===== src/rtl/butterfly_serial_bridge_pkg.sv =====
// Shared constants for the butterfly serial bridge: default widths, FSM state codes, frame-size helpers.
package butterfly_serial_bridge_pkg;

  localparam int COEF_W_DEF = 24;
  localparam int MODE_W_DEF = 3;

  localparam logic [2:0] ST_IDLE   = 3'd0;
  localparam logic [2:0] ST_LOAD   = 3'd1;
  localparam logic [2:0] ST_ISSUE  = 3'd2;
  localparam logic [2:0] ST_WAIT   = 3'd3;
  localparam logic [2:0] ST_UNLOAD = 3'd4;

  function automatic int ceil_div(input int a, input int b);
    return (a + b - 1) / b;
  endfunction

  function automatic int max2(input int a, input int b);
    return (a > b) ? a : b;
  endfunction

endpackage


===== src/rtl/butterfly_serial_bridge_if.sv =====
// Host-side serial link of the butterfly bridge: framed input beats and handshaked output beats.
interface butterfly_serial_bridge_if #(
  parameter int SER_W = 1
);
  // Output beats transfer on every cycle where ser_out_valid && ser_out_ready;
  // ser_out_data is held stable while valid is high and ready is low.
  logic             frame_start;
  logic             ser_in_valid;
  logic [SER_W-1:0] ser_in_data;
  logic             ser_out_valid;
  logic             ser_out_ready;
  logic [SER_W-1:0] ser_out_data;

  modport master (
    output frame_start, ser_in_valid, ser_in_data, ser_out_ready,
    input  ser_out_valid, ser_out_data
  );

  modport slave (
    input  frame_start, ser_in_valid, ser_in_data, ser_out_ready,
    output ser_out_valid, ser_out_data
  );
endinterface


===== src/rtl/butterfly_serial_bridge_ser_shift_reg.sv =====
// Loadable shift register moving SER_W bits per shift toward the MSB end; parallel load wins over shift.
module ser_shift_reg #(
  parameter int W     = 8,
  parameter int SER_W = 1
) (
  input  logic             clk,
  input  logic             rst,
  input  logic             load_en,
  input  logic [W-1:0]     load_data,
  input  logic             shift_en,
  input  logic [SER_W-1:0] shift_in,
  output logic [W-1:0]     data_o
);

  logic [W-1:0] data_q, data_d;

  always_comb begin
    data_d = data_q;
    if (load_en) begin
      data_d = load_data;
    end else if (shift_en) begin
      data_d = {data_q[W-SER_W-1:0], shift_in};
    end
  end

  always_ff @(posedge clk or posedge rst) begin
    if (rst) begin
      data_q <= '0;
    end else begin
      data_q <= data_d;
    end
  end

  assign data_o = data_q;

endmodule


===== src/rtl/butterfly_serial_bridge.sv =====
// Self-framing serial bridge: collects an input frame, issues it to the butterfly core,
// waits for the result (with timeout) and streams the result frame back out.
module butterfly_serial_bridge
  import butterfly_serial_bridge_pkg::*;
#(
  parameter int COEF_W   = COEF_W_DEF,
  parameter int MODE_W   = MODE_W_DEF,
  parameter int SER_W    = 1,
  parameter int MAX_WAIT = 64
) (
  input  logic                 clk,
  input  logic                 rst,
  butterfly_serial_bridge_if.slave host,
  output logic                 busy,
  output logic                 err_timeout,
  output logic [MODE_W-1:0]    bf_mode,
  output logic                 bf_validi,
  output logic [COEF_W-1:0]    bf_aj,
  output logic [COEF_W-1:0]    bf_ajlen,
  output logic [COEF_W-1:0]    bf_zeta,
  input  logic [COEF_W-1:0]    bf_bj,
  input  logic [COEF_W-1:0]    bf_bjlen,
  input  logic                 bf_valido,
  output logic [2:0]           dbg_state
);

  localparam int IN_BITS   = MODE_W + 3 * COEF_W;
  localparam int IN_BEATS  = ceil_div(IN_BITS, SER_W);
  localparam int IN_PAD    = IN_BEATS * SER_W;
  localparam int OUT_BITS  = 1 + 2 * COEF_W;
  localparam int OUT_BEATS = ceil_div(OUT_BITS, SER_W);
  localparam int OUT_PAD   = OUT_BEATS * SER_W;
  localparam int CNT_W     = $clog2(max2(IN_BEATS, OUT_BEATS) + 1);
  localparam int WAIT_W    = $clog2(MAX_WAIT + 1);

  logic [2:0]          state_q, state_d;
  logic [CNT_W-1:0]    beat_cnt_q, beat_cnt_d;
  logic [WAIT_W-1:0]   wait_cnt_q, wait_cnt_d;
  logic                err_timeout_q, err_timeout_d;
  logic [IN_BITS-1:0]  fields_q, fields_d;

  logic                in_shift, out_load, out_shift;
  logic [OUT_BITS-1:0] out_word;
  logic [OUT_PAD-1:0]  out_load_data;
  logic [IN_PAD-1:0]   in_sr;
  logic [OUT_PAD-1:0]  out_sr;
  logic [IN_BITS-1:0]  frame_fields;

  // Pad bits sit below the frame in the input register, so the frame is its top IN_BITS.
  assign frame_fields  = IN_BITS'(in_sr >> (IN_PAD - IN_BITS));
  assign out_load_data = OUT_PAD'(out_word) << (OUT_PAD - OUT_BITS);

  always_comb begin
    state_d       = state_q;
    beat_cnt_d    = beat_cnt_q;
    wait_cnt_d    = wait_cnt_q;
    err_timeout_d = err_timeout_q;
    fields_d      = fields_q;
    in_shift      = 1'b0;
    out_load      = 1'b0;
    out_shift     = 1'b0;
    out_word      = '0;
    case (state_q)
      ST_IDLE: begin
        if (host.frame_start) begin
          state_d       = ST_LOAD;
          beat_cnt_d    = '0;
          err_timeout_d = 1'b0;
        end
      end
      ST_LOAD: begin
        if (host.frame_start) begin
          beat_cnt_d = '0;
        end else if (host.ser_in_valid) begin
          in_shift = 1'b1;
          if (beat_cnt_q == CNT_W'(IN_BEATS - 1)) begin
            state_d    = ST_ISSUE;
            beat_cnt_d = '0;
          end else begin
            beat_cnt_d = beat_cnt_q + 1'b1;
          end
        end
      end
      ST_ISSUE: begin
        fields_d   = frame_fields;
        wait_cnt_d = '0;
        state_d    = ST_WAIT;
      end
      ST_WAIT: begin
        // A result arriving on the last allowed cycle beats the timeout.
        if (bf_valido) begin
          out_load   = 1'b1;
          out_word   = {1'b0, bf_bj, bf_bjlen};
          beat_cnt_d = '0;
          state_d    = ST_UNLOAD;
        end else if (wait_cnt_q == WAIT_W'(MAX_WAIT - 1)) begin
          out_load      = 1'b1;
          out_word      = {1'b1, {(2 * COEF_W){1'b0}}};
          err_timeout_d = 1'b1;
          beat_cnt_d    = '0;
          state_d       = ST_UNLOAD;
        end else begin
          wait_cnt_d = wait_cnt_q + 1'b1;
        end
      end
      ST_UNLOAD: begin
        if (host.ser_out_ready) begin
          out_shift = 1'b1;
          if (beat_cnt_q == CNT_W'(OUT_BEATS - 1)) begin
            beat_cnt_d = '0;
            state_d    = ST_IDLE;
          end else begin
            beat_cnt_d = beat_cnt_q + 1'b1;
          end
        end
      end
      default: state_d = ST_IDLE;
    endcase
  end

  always_ff @(posedge clk or posedge rst) begin
    if (rst) begin
      state_q       <= ST_IDLE;
      beat_cnt_q    <= '0;
      wait_cnt_q    <= '0;
      err_timeout_q <= 1'b0;
      fields_q      <= '0;
    end else begin
      state_q       <= state_d;
      beat_cnt_q    <= beat_cnt_d;
      wait_cnt_q    <= wait_cnt_d;
      err_timeout_q <= err_timeout_d;
      fields_q      <= fields_d;
    end
  end

  ser_shift_reg #(.W(IN_PAD), .SER_W(SER_W)) u_in_sipo (
    .clk       (clk),
    .rst       (rst),
    .load_en   (1'b0),
    .load_data ('0),
    .shift_en  (in_shift),
    .shift_in  (host.ser_in_data),
    .data_o    (in_sr)
  );

  ser_shift_reg #(.W(OUT_PAD), .SER_W(SER_W)) u_out_piso (
    .clk       (clk),
    .rst       (rst),
    .load_en   (out_load),
    .load_data (out_load_data),
    .shift_en  (out_shift),
    .shift_in  ('0),
    .data_o    (out_sr)
  );

  // During ISSUE the core sees the freshly assembled frame; afterwards the held copy.
  assign {bf_mode, bf_aj, bf_ajlen, bf_zeta} = (state_q == ST_ISSUE) ? frame_fields : fields_q;
  assign bf_validi          = (state_q == ST_ISSUE);
  assign host.ser_out_valid = (state_q == ST_UNLOAD);
  assign host.ser_out_data  = SER_W'(out_sr >> (OUT_PAD - SER_W));
  assign busy               = (state_q != ST_IDLE);
  assign err_timeout        = err_timeout_q;
  assign dbg_state          = state_q;

endmodule

===== src/flat_wrapper.sv =====
// flat-port wrapper written by rule: the top's interface ports become plain ports
module butterfly_serial_bridge_flat import butterfly_serial_bridge_pkg::*;
#(
  parameter int COEF_W   = COEF_W_DEF,
  parameter int MODE_W   = MODE_W_DEF,
  parameter int SER_W    = 1,
  parameter int MAX_WAIT = 64
)
  (clk, rst, busy, err_timeout, bf_mode, bf_validi, bf_aj, bf_ajlen, bf_zeta, bf_bj, bf_bjlen, bf_valido, dbg_state, host_frame_start, host_ser_in_valid, host_ser_in_data, host_ser_out_ready, host_ser_out_valid, host_ser_out_data);
  butterfly_serial_bridge_if #(.SER_W(SER_W)) host_i ();
  input  logic clk;
  input  logic rst;
  output logic busy;
  output logic err_timeout;
  output logic [MODE_W-1:0] bf_mode;
  output logic bf_validi;
  output logic [COEF_W-1:0] bf_aj;
  output logic [COEF_W-1:0] bf_ajlen;
  output logic [COEF_W-1:0] bf_zeta;
  input  logic [COEF_W-1:0] bf_bj;
  input  logic [COEF_W-1:0] bf_bjlen;
  input  logic bf_valido;
  output logic [2:0] dbg_state;
  input wire logic [$bits(host_i.frame_start)-1:0] host_frame_start;
  input wire logic [$bits(host_i.ser_in_valid)-1:0] host_ser_in_valid;
  input wire logic [$bits(host_i.ser_in_data)-1:0] host_ser_in_data;
  input wire logic [$bits(host_i.ser_out_ready)-1:0] host_ser_out_ready;
  output wire logic [$bits(host_i.ser_out_valid)-1:0] host_ser_out_valid;
  output wire logic [$bits(host_i.ser_out_data)-1:0] host_ser_out_data;
  assign host_i.frame_start = host_frame_start;
  assign host_i.ser_in_valid = host_ser_in_valid;
  assign host_i.ser_in_data = host_ser_in_data;
  assign host_i.ser_out_ready = host_ser_out_ready;
  assign host_ser_out_valid = host_i.ser_out_valid;
  assign host_ser_out_data = host_i.ser_out_data;
  butterfly_serial_bridge #(.COEF_W(COEF_W), .MODE_W(MODE_W), .SER_W(SER_W), .MAX_WAIT(MAX_WAIT)) u_core (.clk(clk), .rst(rst), .host(host_i), .busy(busy), .err_timeout(err_timeout), .bf_mode(bf_mode), .bf_validi(bf_validi), .bf_aj(bf_aj), .bf_ajlen(bf_ajlen), .bf_zeta(bf_zeta), .bf_bj(bf_bj), .bf_bjlen(bf_bjlen), .bf_valido(bf_valido), .dbg_state(dbg_state));
endmodule

===== config.mk =====
export PLATFORM = sky130hd
export DESIGN_NAME = butterfly_serial_bridge_flat
export DESIGN_NICKNAME = d
export VERILOG_FILES = /design/src/rtl/butterfly_serial_bridge_pkg.sv /design/src/rtl/butterfly_serial_bridge_if.sv /design/src/rtl/butterfly_serial_bridge_ser_shift_reg.sv /design/src/rtl/butterfly_serial_bridge.sv /design/src/flat_wrapper.sv
export SDC_FILE = /design/constraint.sdc
export NUM_CORES = 1
export LEC_CHECK = 0
export ABC_CLOCK_PERIOD_IN_PS = 5400
export BUFFER_PORTS_ARGS = -buffer_cell sky130_fd_sc_hd__buf_2
export CORE_AREA = 2 2 147 149
export CTS_CLUSTER_DIAMETER = 50
export DETAILED_ROUTE_END_ITERATION = 7
export DIE_AREA = 0 0 149 151
export MAX_ROUTING_LAYER = met4
export PLACE_DENSITY = 0.69
export SYNTH_ARGS = -nofsm -noshare
export SYNTH_HDL_FRONTEND = slang
export SYNTH_HIERARCHICAL = 1
export SYNTH_SLANG_ARGS = --single-unit

===== constraint.sdc =====
create_clock -name clk -period 5.4 [get_ports clk]
set_clock_uncertainty 0.05 [all_clocks]
set_input_delay 1.35 -clock clk [delete_from_list [all_inputs] [get_ports clk]]
set_output_delay 1.35 -clock clk [all_outputs]
set_load 0.05 [all_outputs]

After elaboration in Yosys (flattened, before gate mapping)
Index checks and enable logic that the tools add are counted.

word-level totals
  bits in registers = 217
  memory bits (writable) = 0
  memories kept = 0
  bits in latches = 0
  logic and storage cells = 76
  memory bits (read-only) = 0

cells by class
  $mul = 0
  shifts and indexed selects = 0
  div/mod/pow operators = 0
  $lt $le $gt $ge = 0
  reductions and logical operators = 10
  $add $sub $neg = 2
  multiplexer cells = 39
  eq/ne operators = 18
  bitwise gates (word level) = 0

operators with widths
  operator               number
  $mux W49               5
  $mux W75               1
  $mux W7                10
  $pmux W7 S4            1
  $mux W3                8
  $pmux W3 S5            1
  $add A7 B1 Y7 const B  2
  $eq A7 B6 Y1 const B   2
  $pmux W7 S2            1
  $ne A2 B2 Y1 const B   6
  $mux W1                11
  $eq A7 B7 Y1 const B   1
  $reduce_and A7 Y1      1
  $eq A3 B2 Y1 const B   2
  $ne A2 B1 Y1 const B   3
  $reduce_bool A2 Y1     3
  $reduce_and A5 Y1      1
  $reduce_and A4 Y1      1
  $reduce_bool A4 Y1     1
  $eq A3 B1 Y1 const B   1
  $eq A3 B3 Y1 const B   1
  $logic_not A3 Y1       1
  $ne A3 B2 Y1 const B   1
  $ne A3 B3 Y1 const B   1
  3 further kinds        3

Logic depth before layout (Yosys ltp)
Gate-level depths: netlist of the first run.

  word-level depth = 5
  mapped depth = 9
  mapped depth without buffers = 7

Cells and area by module
Netlist of the first run, hierarchy kept.

modules (own cells, without submodules)
  module                              cells an instance  times used  area an instance (um2)
  butterfly_serial_bridge             339                1           4289.1
  ser_shift_reg at u_core.u_in_sipo   326                1           3504.6
  ser_shift_reg at u_core.u_out_piso  214                1           2273.4

Worst setup path after synthesis of the first run
OpenSTA, ideal clock, no wires.

  path kind = flip-flop to output port
  start = register u_core.state_q[1], in the netlist u_core/dbg_state[1]
  end = output bf_aj[17]
  data arrival time = 2.074 ns
  slack = 1.926 ns
  data required time = 4.000 ns
  cell stages (with the launch flop) = 7
  cells stage by stage = dfrtp_1 -> buf_4 -> nand2b_1 -> nor2_1 -> buf_4 -> buf_4 -> mux2_2

between the ends
  longest elaborated chain between the ends = 2

RTL lines
  what                      line                            RTL
  start: declaration        butterfly_serial_bridge.sv:36   logic [2:0] state_q, state_d;
  start signal: assignment  butterfly_serial_bridge.sv:129  state_q <= state_d;
  $eq A3 B2 Y1              -
  net bf_validi             flat_wrapper.sv:16              output logic bf_validi;
  $mux W75                  butterfly_serial_bridge.sv:158  assign {bf_mode, bf_aj, bf_ajlen, bf_zeta} = (state_q == ST_ISSUE) ? frame_fields : fields_q;
  end: declaration          flat_wrapper.sv:17              output logic [COEF_W-1:0] bf_aj;

The timed path passes the listed nets, and every way through them passes these cells.

Worst setup path in the final report of the first run
  start = register u_core.state_q[1], in the netlist u_core/dbg_state[1]
  end = output bf_ajlen[21]

between the ends
  longest elaborated chain between the ends = 2

RTL lines
  what              line                            RTL
  $eq A3 B2 Y1      butterfly_serial_bridge.sv:158
  $mux W75          butterfly_serial_bridge.sv:158
  end: declaration  flat_wrapper.sv:18              output logic [COEF_W-1:0] bf_ajlen;

No other way between the ends.

==> impl_summary.md, run 1 <==
Status
The run finished with clean final reports.

Yosys
The netlist uses 47 different library cells. The post-synthesis instance area is 10100 um^2. The number of synthesized register bits is 217. After synthesis, the share of flip-flops with an asynchronous set or reset is 1.00.

Summed over all instances, the cell type with the most area after synthesis is sky130_fd_sc_hd__dfrtp_1. Yosys instantiated no cell more often than sky130_fd_sc_hd__dfrtp_1. The number of flops mapped to enable cells by yosys is 0. Synthesis handed over a netlist of 879 instances.

Sorting the synthesized cells by area gives the leading types as sky130_fd_sc_hd__dfrtp_1, sky130_fd_sc_hd__mux2i_1, sky130_fd_sc_hd__mux2_2. In the synthesized netlist, the cells that appear most often are sky130_fd_sc_hd__dfrtp_1, sky130_fd_sc_hd__nand2_1, sky130_fd_sc_hd__mux2i_1. The most frequently used flop master after synthesis is sky130_fd_sc_hd__dfrtp_1. The warning count from the yosys run is 6. In this run the mean area of a mapped cell was 11.5 um^2.

Of the synthesized area, sequential elements account for 0.539. The top-area cell type share of the netlist area is 0.539.

Worst setup path
For the worst setup path, the data arrival time is 3.00 ns. The category of the critical setup timing path is reg2out. Along the worst path, the maximum fanout reaches 47. The startpoint of the most critical setup path is u_core/dbg_state[1].

STA classifies the critical path endpoint as an output pin. The sort of element at the start of the critical path is a flip-flop. STA puts the critical path data required time at 4.00 ns.

The startpoint of the most critical register-to-register path is u_core/dbg_state[0].

CTS
TritonCTS built the clock tree. Clock tree synthesis found a total of 217 sinks. The clock passes through at most 3 buffers.

In this run the number of H-tree levels came out at 1. The number of post-CTS setup repair buffers is 0. The number of cells upsized or downsized after cts is 0. The TritonCTS buffer count is 25. The number of hold buffers added after CTS was 0. The clock input transition at the sequential cells of the worst setup and hold paths is 0.05 ns.

The clock reaches the later pin of the worst-skew pair after 0.51 ns. The root cell of the clock tree is sky130_fd_sc_hd__clkbuf_16.

Placement
The post-DP HPWL is 12.7 mm. During placement, the flow inserted port buffers numbering 137. Routability-driven placement finished with a final weighted congestion of 0.783. The placement-stage cell area is 11100 um^2.

Floorplan
The number of standard-cell rows in the floorplan is 53. The core region is 20800 um^2. Measured along the y axis, the die boundary spans 151 um.

138 I/O pins were placed. For this configuration, the core starts out at a cell density of 0.483. Measured along the x axis, the die boundary spans 149 um. The die covers 22500 um^2.

Run
The tool flagged a number of max-cap violations equal to 0.

Finish
In the final design database the tool counted 1133 nets. From synthesis to final layout, the design area changed by 18.4%. The fraction of final layout cells with drive strength greater than 1 is 0.258. The area of all placed cells without fillers is 11900 um^2. The post-route core utilization is 0.572. The number of diodes added for antenna fixing is 0.

STA
The normalized max-slew margin is 0.174. Hold is met by 0.440 ns. The final count of pins violating max slew is 0.

The number of hold violations in the final report was 0. Setup repair after global routing left no endpoint under its margin. The fmax is 227 MHz. In the finished design, the share of the clock period the worst path needs comes to 0.815. Setup total negative slack on the finished layout was measured at 0 ns. Setup violations remaining at the end of the flow were counted as 0. The transition time at the pin with the least slew margin is 1.24 ns.

The time the worst path needs with I/O delays and setup is 4.40 ns.

Routing
The count of unresolved DRC violations after routing is 0. The first detailed-routing pass ran for 6 iterations. Across all layers, the routed design uses 6720 vias. The first routing iteration left 337 violations. After detailed routing, the wire length on met1 is 9.61 mm. The count of antenna-violating nets left after detailed routing is 0. The average wire per standard cell is 14.7 um.

The overall routed net length is 20.1 mm. Using the TritonRoute via totals, the vias-per-cell ratio works out to 4.92. The topmost layer with routed signal wires is met4. The met3 layer wire length in the routed design is 865 um.

The detailed route wirelength on metal2 is 9.24 mm.

GRT
The first global-routing pass estimated 33.3 mm of wire. The number of global-route vias before repair came to 6499. The initial antenna violation count is 0. The global-route total usage across every layer is 0.186. The remaining global-route overflow is 0.

Entering global routing, the biggest net connects 101 pins.

Power and ir drop
IR analysis of the VDD net gives a maximum drop of 0.000313 V. The cell-internal power is 3000 uW. For this design the static power due to leakage is 0.00554 uW. Power spread over the standard cell area amounts to 342 nW/um^2.

The register share of total power is 0.446. The share of total power in the clock network is 0.433. The net switching component of the power is 1080 uW. The switching power as a share of total power is 0.265. The combinational share of power is 0.121.

Min path
In this run the most critical hold path is launched from u_core/wait_cnt_q[6]. The path class of the lowest-slack min-delay path is reg2reg.
final cells by class:
type,count,area (um^2)
Sequential cell,217,5430
Inverter,11,45.0
Clock buffer,30,654
Timing Repair Buffer,144,751
Fill cell,1802,8900
Tap cell,275,344
Multi-Input combinational cell,675,4490
Clock inverter,14,208
through the flow:
stage / cells / total power [uW] / worst slack [ns]
finish: 1366 / 4070 / 0.997
global route: 1366 / 4260 / 0.792
CTS: 1366 / 4130 / 0.951
detailed placement: 1322 / 2340 / 1.49
global placement: 1322 / 2320 / 1.56
floorplan: 960 / 2220 / 1.58
critical path, cell delays in order, from the launching register on:
cell,delay [ns]
sky130_fd_sc_hd__dfrtp_1,0.56
sky130_fd_sc_hd__nand2b_1,0.23
sky130_fd_sc_hd__nor2_4,0.70
sky130_fd_sc_hd__buf_12,0.34
sky130_fd_sc_hd__mux2_2,0.39
sky130_fd_sc_hd__buf_2,0.22
cells by family after synthesis:
family | Yosys count | share of synthesized area
AO/OA/AOI/OAI | 159 | 0.0899
XOR/XNOR | 1 | 0.000870
adder cells (fa/ha/maj) | 4 | 0.00497
buffers and inverters | 68 | 0.0470
flip-flops | 217 | 0.539
multiplexers | 200 | 0.208
other | 1 | 0.000372
AND/OR/NAND/NOR | 229 | 0.109
registers in the layout, indices dropped and copies added, names as in the netlist:
| register | cells |
|---|---|
| u_core/beat_cnt_q | 7 |
| u_core/dbg_state | 3 |
| u_core/err_timeout | 1 |
| u_core/fields_q | 75 |
| u_core/u_in_sipo/data_o | 75 |
| u_core/u_out_piso/data_o | 49 |
| u_core/wait_cnt_q | 7 |
metal layers:
layer,vias up,track usage
met3,30,0.0328
met2,117,0.283
met1,3239,0.261
met4,0,0.0467
li1,3334,-
met5,-,-
cell usage in the layout, fill, tap and decap left out, drive strengths merged, types with 2 or more instances in the layout:
cell      netlist  routed
clkbuf         16      30
bufinv          0       5
or3             4       4
nand2         142     142
buf            41     144
o21ai         134     134
clkinv          0       7
nand2b          4       4
nor2b           3       3
clkinvlp        0       2
dfrtp         217     217
a211oi          4       4
o22ai           3       3
and2           50      50
nor2            8       8
o31ai           3       3
a22o            2       2
conb            1      82
ha              4       4
a21oi           6       6
inv            11      11
mux2i         125     125
mux2           75      75
nand3           8       8
and3            4       4
power groups by stage:
stage	Combinational, uW	Sequential (uW)	Clock (uW)
2_1_floorplan	403	1820	0
3_3_place_gp	483	1840	0
3_5_place_dp	493	1840	0
4_1_cts	495	1820	1820
5_1_grt	539	1830	1890
6_report	495	1820	1760
path summary, 6_finish.rpt:
path	slack, ns	cells past startpoint	endpoint
max	1.0	5	bf_ajlen[21]
min	0.44	1	u_core/wait_cnt_q[6]
max reg2reg	2.72	5	u_core/u_in_sipo/data_o[12]
min reg2reg	0.44	1	u_core/wait_cnt_q[6]
max in group asynchronous	3.34	3	u_core/wait_cnt_q[6]
min in group asynchronous	0.90	2	u_core/fields_q[42]
No activity file was read; power rests on OpenSTA's default activity.
==> inputs of run 2 (changes only) <==
Settings changed: ABC_AREA from default to 1, ABC_CLOCK_PERIOD_IN_PS 5400 to 3610, PLACE_DENSITY 0.69 to 0.72.
Clock period 5.4 ns to 3.61 ns, I/O delays scaled along.
==> run 2 against run 1 <==
Largest power group is now combinational logic. Power rose by 140%. Wire length increased by 13%. Critical path type unchanged. Largest cell class unchanged. Sequential share of layout area shrank 0.32 points. Register-to-register slack got worse by 1.6 ns. Core utilization up 0.41 points. Hold slack got worse by 0.065 ns.
==> impl_summary.md, run 2 <==
STA
Of the available clock period, the critical path in the final layout requires 0.935. The final count of pins violating max slew is 0 (unchanged). The number of setup violations in the final report is 0 (unchanged). The final setup slack of the worst path is 0.234 ns (-0.763 ns). The transition time at the pin with the least slew margin is 1.07 ns (-0.171 ns).

The number of hold violations in the final report is 0 (unchanged). The normalized max-slew margin is 0.283 (+0.110). For this run, the top clock speed supported by timing is 296 MHz. Subtracting the final worst setup slack from the clock period gives 3.38 ns. Setup repair after global routing left no endpoint under its margin.

The total negative slack was 0 ns (unchanged).

Yosys
In the synthesized netlist, the cells that appear most often are sky130_fd_sc_hd__nand2_1, sky130_fd_sc_hd__nand3_1, sky130_fd_sc_hd__dfrtp_1. The top-area cell type share of the netlist area is 0.538 (-0.00154). The count of distinct cell types in the synthesized netlist is 30 (-36%). The post-synthesis instance area is 10100 um^2 (+0.29%). The number of synthesized register bits is 217 (unchanged). The number of instances in the synthesized netlist is 1277 (+45%). The proportion of register bits with asynchronous set or reset after synthesis was 1.00 (unchanged). The area fraction in and, or, nand and nor cells after synthesis came to 0.390 (+0.280). The dominant combinational cell family by area after synthesis is simple AND/OR/NAND/NOR gates. The fraction of the yosys area taken by sequential cells came to 0.538 (-0.00154). The adder-cell share of the synthesized area is 0.00496 (-0.0000142). The warning count from the yosys run is 6 (unchanged). The post-synthesis compound-gate area fraction is 0.00595 (-0.0839). The multiplexer share of the synthesized area is 0 (-0.208). The number of flops mapped to enable cells by yosys was 0 (unchanged).

The biggest area consumer among synthesized cells is sky130_fd_sc_hd__dfrtp_1. By area the synthesized netlist is led by sky130_fd_sc_hd__dfrtp_1, sky130_fd_sc_hd__nand2_1, sky130_fd_sc_hd__nand3_1. The library cell with the highest instance count after synthesis is sky130_fd_sc_hd__nand2_1.

The xor/xnor cell area share of the yosys netlist came to 0.00434 (+0.00347). Among all flip-flop cells after synthesis, the most frequent one is sky130_fd_sc_hd__dfrtp_1. The synthesized area per cell is 7.91 um^2 (-31%).

Worst setup path
The stage delay of the slowest cell on the critical path is 0.65 ns (-0.05 ns). The worst endpoint required time came to 2.66 ns (-1.34 ns). The arrival time at the worst endpoint came to 2.42 ns (-0.58 ns).

The sort of element at the start of the critical path is a flip-flop. The category of the critical setup timing path is reg2out. The most numerous cell on the critical path is sky130_fd_sc_hd__nand2_1.

The critical path's slowest cell is sky130_fd_sc_hd__dfrtp_1. Walking the worst path, the cells encountered are nor2_4, nand2_2, clkinv_2, buf_12, nand2_1, nand2_1, buf_2. STA classifies the critical path endpoint as an output pin. The maximum fanout encountered on the critical timing path is 32 (-32%).

Status
The flow ran to the end, and the final reports show no timing, DRC or antenna violations.

Finish
Leaving out fill and tap cells, the most frequent cells in the layout are sky130_fd_sc_hd__nand2_1, sky130_fd_sc_hd__nand3_1, sky130_fd_sc_hd__dfrtp_1, sky130_fd_sc_hd__buf_2, sky130_fd_sc_hd__conb_1. The post-layout net count is 1513 (+34%). The fraction of final layout cells with drive strength greater than 1 is 0.147 (-0.110). From synthesis to final layout, the design area changed by 18.9%.

The leading cell type in the layout, fill and taps excluded is sky130_fd_sc_hd__nand2_1.

CTS
The clock tree from TritonCTS is built. The later-pin clock latency in the skew report is 0.52 ns (about the same). The clock input transition at the sequential cells of the worst setup and hold paths is 0.06 ns (about the same). The number of post-CTS setup repair buffers is 0 (unchanged).

Clock tree synthesis selected as its root buffer the cell sky130_fd_sc_hd__clkbuf_16. The total clock sinks is 217 (unchanged). The buffer levels on the longest clock path is 3 (unchanged). The TritonCTS buffer count is 26 (+4.0%).

The H-tree level count is 1 (unchanged).

Min path
The tightest min-delay check is of the in2async type.

Floorplan
The die extent in x is 149 um (unchanged). The die outline height is 151 um (unchanged). The floorplan die area is 22500 um^2 (unchanged).

The core outline area was 20800 um^2 (unchanged). The number of standard-cell rows in the floorplan came to 53 (unchanged). The starting density of the core is 0.485 (+0.00138). The total I/O pin count is 138 (unchanged).

Routing
The ratio of routed vias to standard cells is 4.89 (-0.60%). The count of antenna-violating nets left after detailed routing is 0 (unchanged). The overall routed net length was 22.7 mm (+13%). The via count of the routed design is 8557 (+27%). The average wire per standard cell was 13.0 um (-12%). The count of unresolved DRC violations after routing is 0 (unchanged). The detailed router's first-iteration violation count is 461 (+37%). The number of optimization iterations in the first detailed-route pass came to 5 (-1).

GRT
The initial antenna violation count is 1 (+1). The remaining global-route overflow was 0 (unchanged). The global-route wire length before repair is 38.9 mm (+17%). The number of global-route vias before repair is 8180 (+26%).

The global-route total usage across every layer is 0.213 (+0.0267). The largest net degree at the start of global routing is 81 (-20%).

Power and ir drop
The power density over the cells is 819 nW/um^2 (+140%). The leakage dissipation is 0.00626 uW (+13%). The maximum vdd ir drop is 0.000922 V (+190%).

Placement
The final weighted congestion in routability-driven placement is 0.796 (+1.6%). The minimum setup slack after placement was 0.631 ns (-0.863 ns). The post-DP HPWL was 14.2 mm (+12%). The total of buffers placed on input and output ports is 137 (unchanged).

Run
The total of max-cap violations is 0 (unchanged).
-- run 2: area by class of cell --
cell class	count	area (um^2)
antenna	1	2.50
clock buffer	36	729
clock inverter	12	148
fill	1927	8820
inverter	28	110
multi-input combinational	1027	4410
sequential	217	5430
tap	275	344
timing repair buffer	154	830
-- run 2: repair_timing --
| action | 4_1_cts | 5_1_grt |
|---|---|---|
| gates resized for setup | 0 | 2 |
| setup endpoints to repair | 0 | 59 |
| hold buffers | 0 | 0 |
-- run 2: final timing paths --
check	depth (start not counted)	end	slack, ns	startpoint
hold reg to reg	2	u_core/err_timeout	0.41	u_core/err_timeout
min in group clk	2	u_core/err_timeout	0.41	u_core/err_timeout
hold / removal	2	u_core/u_in_sipo/data_o[38]	0.38	rst
setup / recovery	7	bf_ajlen[16]	0.23	u_core/dbg_state[0]
setup reg to reg	10	u_core/u_out_piso/data_o[18]	1.14	u_core/wait_cnt_q[0]
max in group asynchronous	3	u_core/fields_q[39]	2.18	rst
-- run 2: per-layer routing --
layer,wire length [um],GRT usage
met1,10600,0.297
met2,10600,0.339
met3,1110,0.0292
met4,335,0.0405
met5,0,-
-- run 2: critical path: cells and delay by family, from the launching register on --
kind	cells	cell delay [ns]
simple gates	4	0.35
buf+inv	3	0.91
flops	1	0.65
-- run 2: through the flow --
step | power, uW | instances | hold slack, ns | area, um^2 | utilization
after global placement | 7210 | 1701 | 0.401 | 11100 | 0.534
after detailed placement | 7270 | 1701 | 0.406 | 11100 | 0.534
after global routing | 10400 | 1750 | 0.396 | 12000 | 0.577
final | 9830 | 1750 | 0.375 | 12000 | 0.577
after floorplan | 6440 | 1357 | 0.402 | 10400 | -
after CTS | 9940 | 1749 | 0.373 | 12000 | 0.576
-- run 2: cell families (layout without fill, tap and decap cells) --
family                     Yosys count  count (layout)
and+or+nand+nor                    926             926
DFF                                217             217
buffers and inverters              113             230
AOI/OAI and AO/OA                   11              11
xor gates and xnor gates             5               5
adders and majority gates            4               4
other                                1              82
-- run 2: power by group --
group,total (uW),internal [uW],switching [uW]
clock network,2610,1630,987
registers,3370,3050,324
logic,3850,823,3030
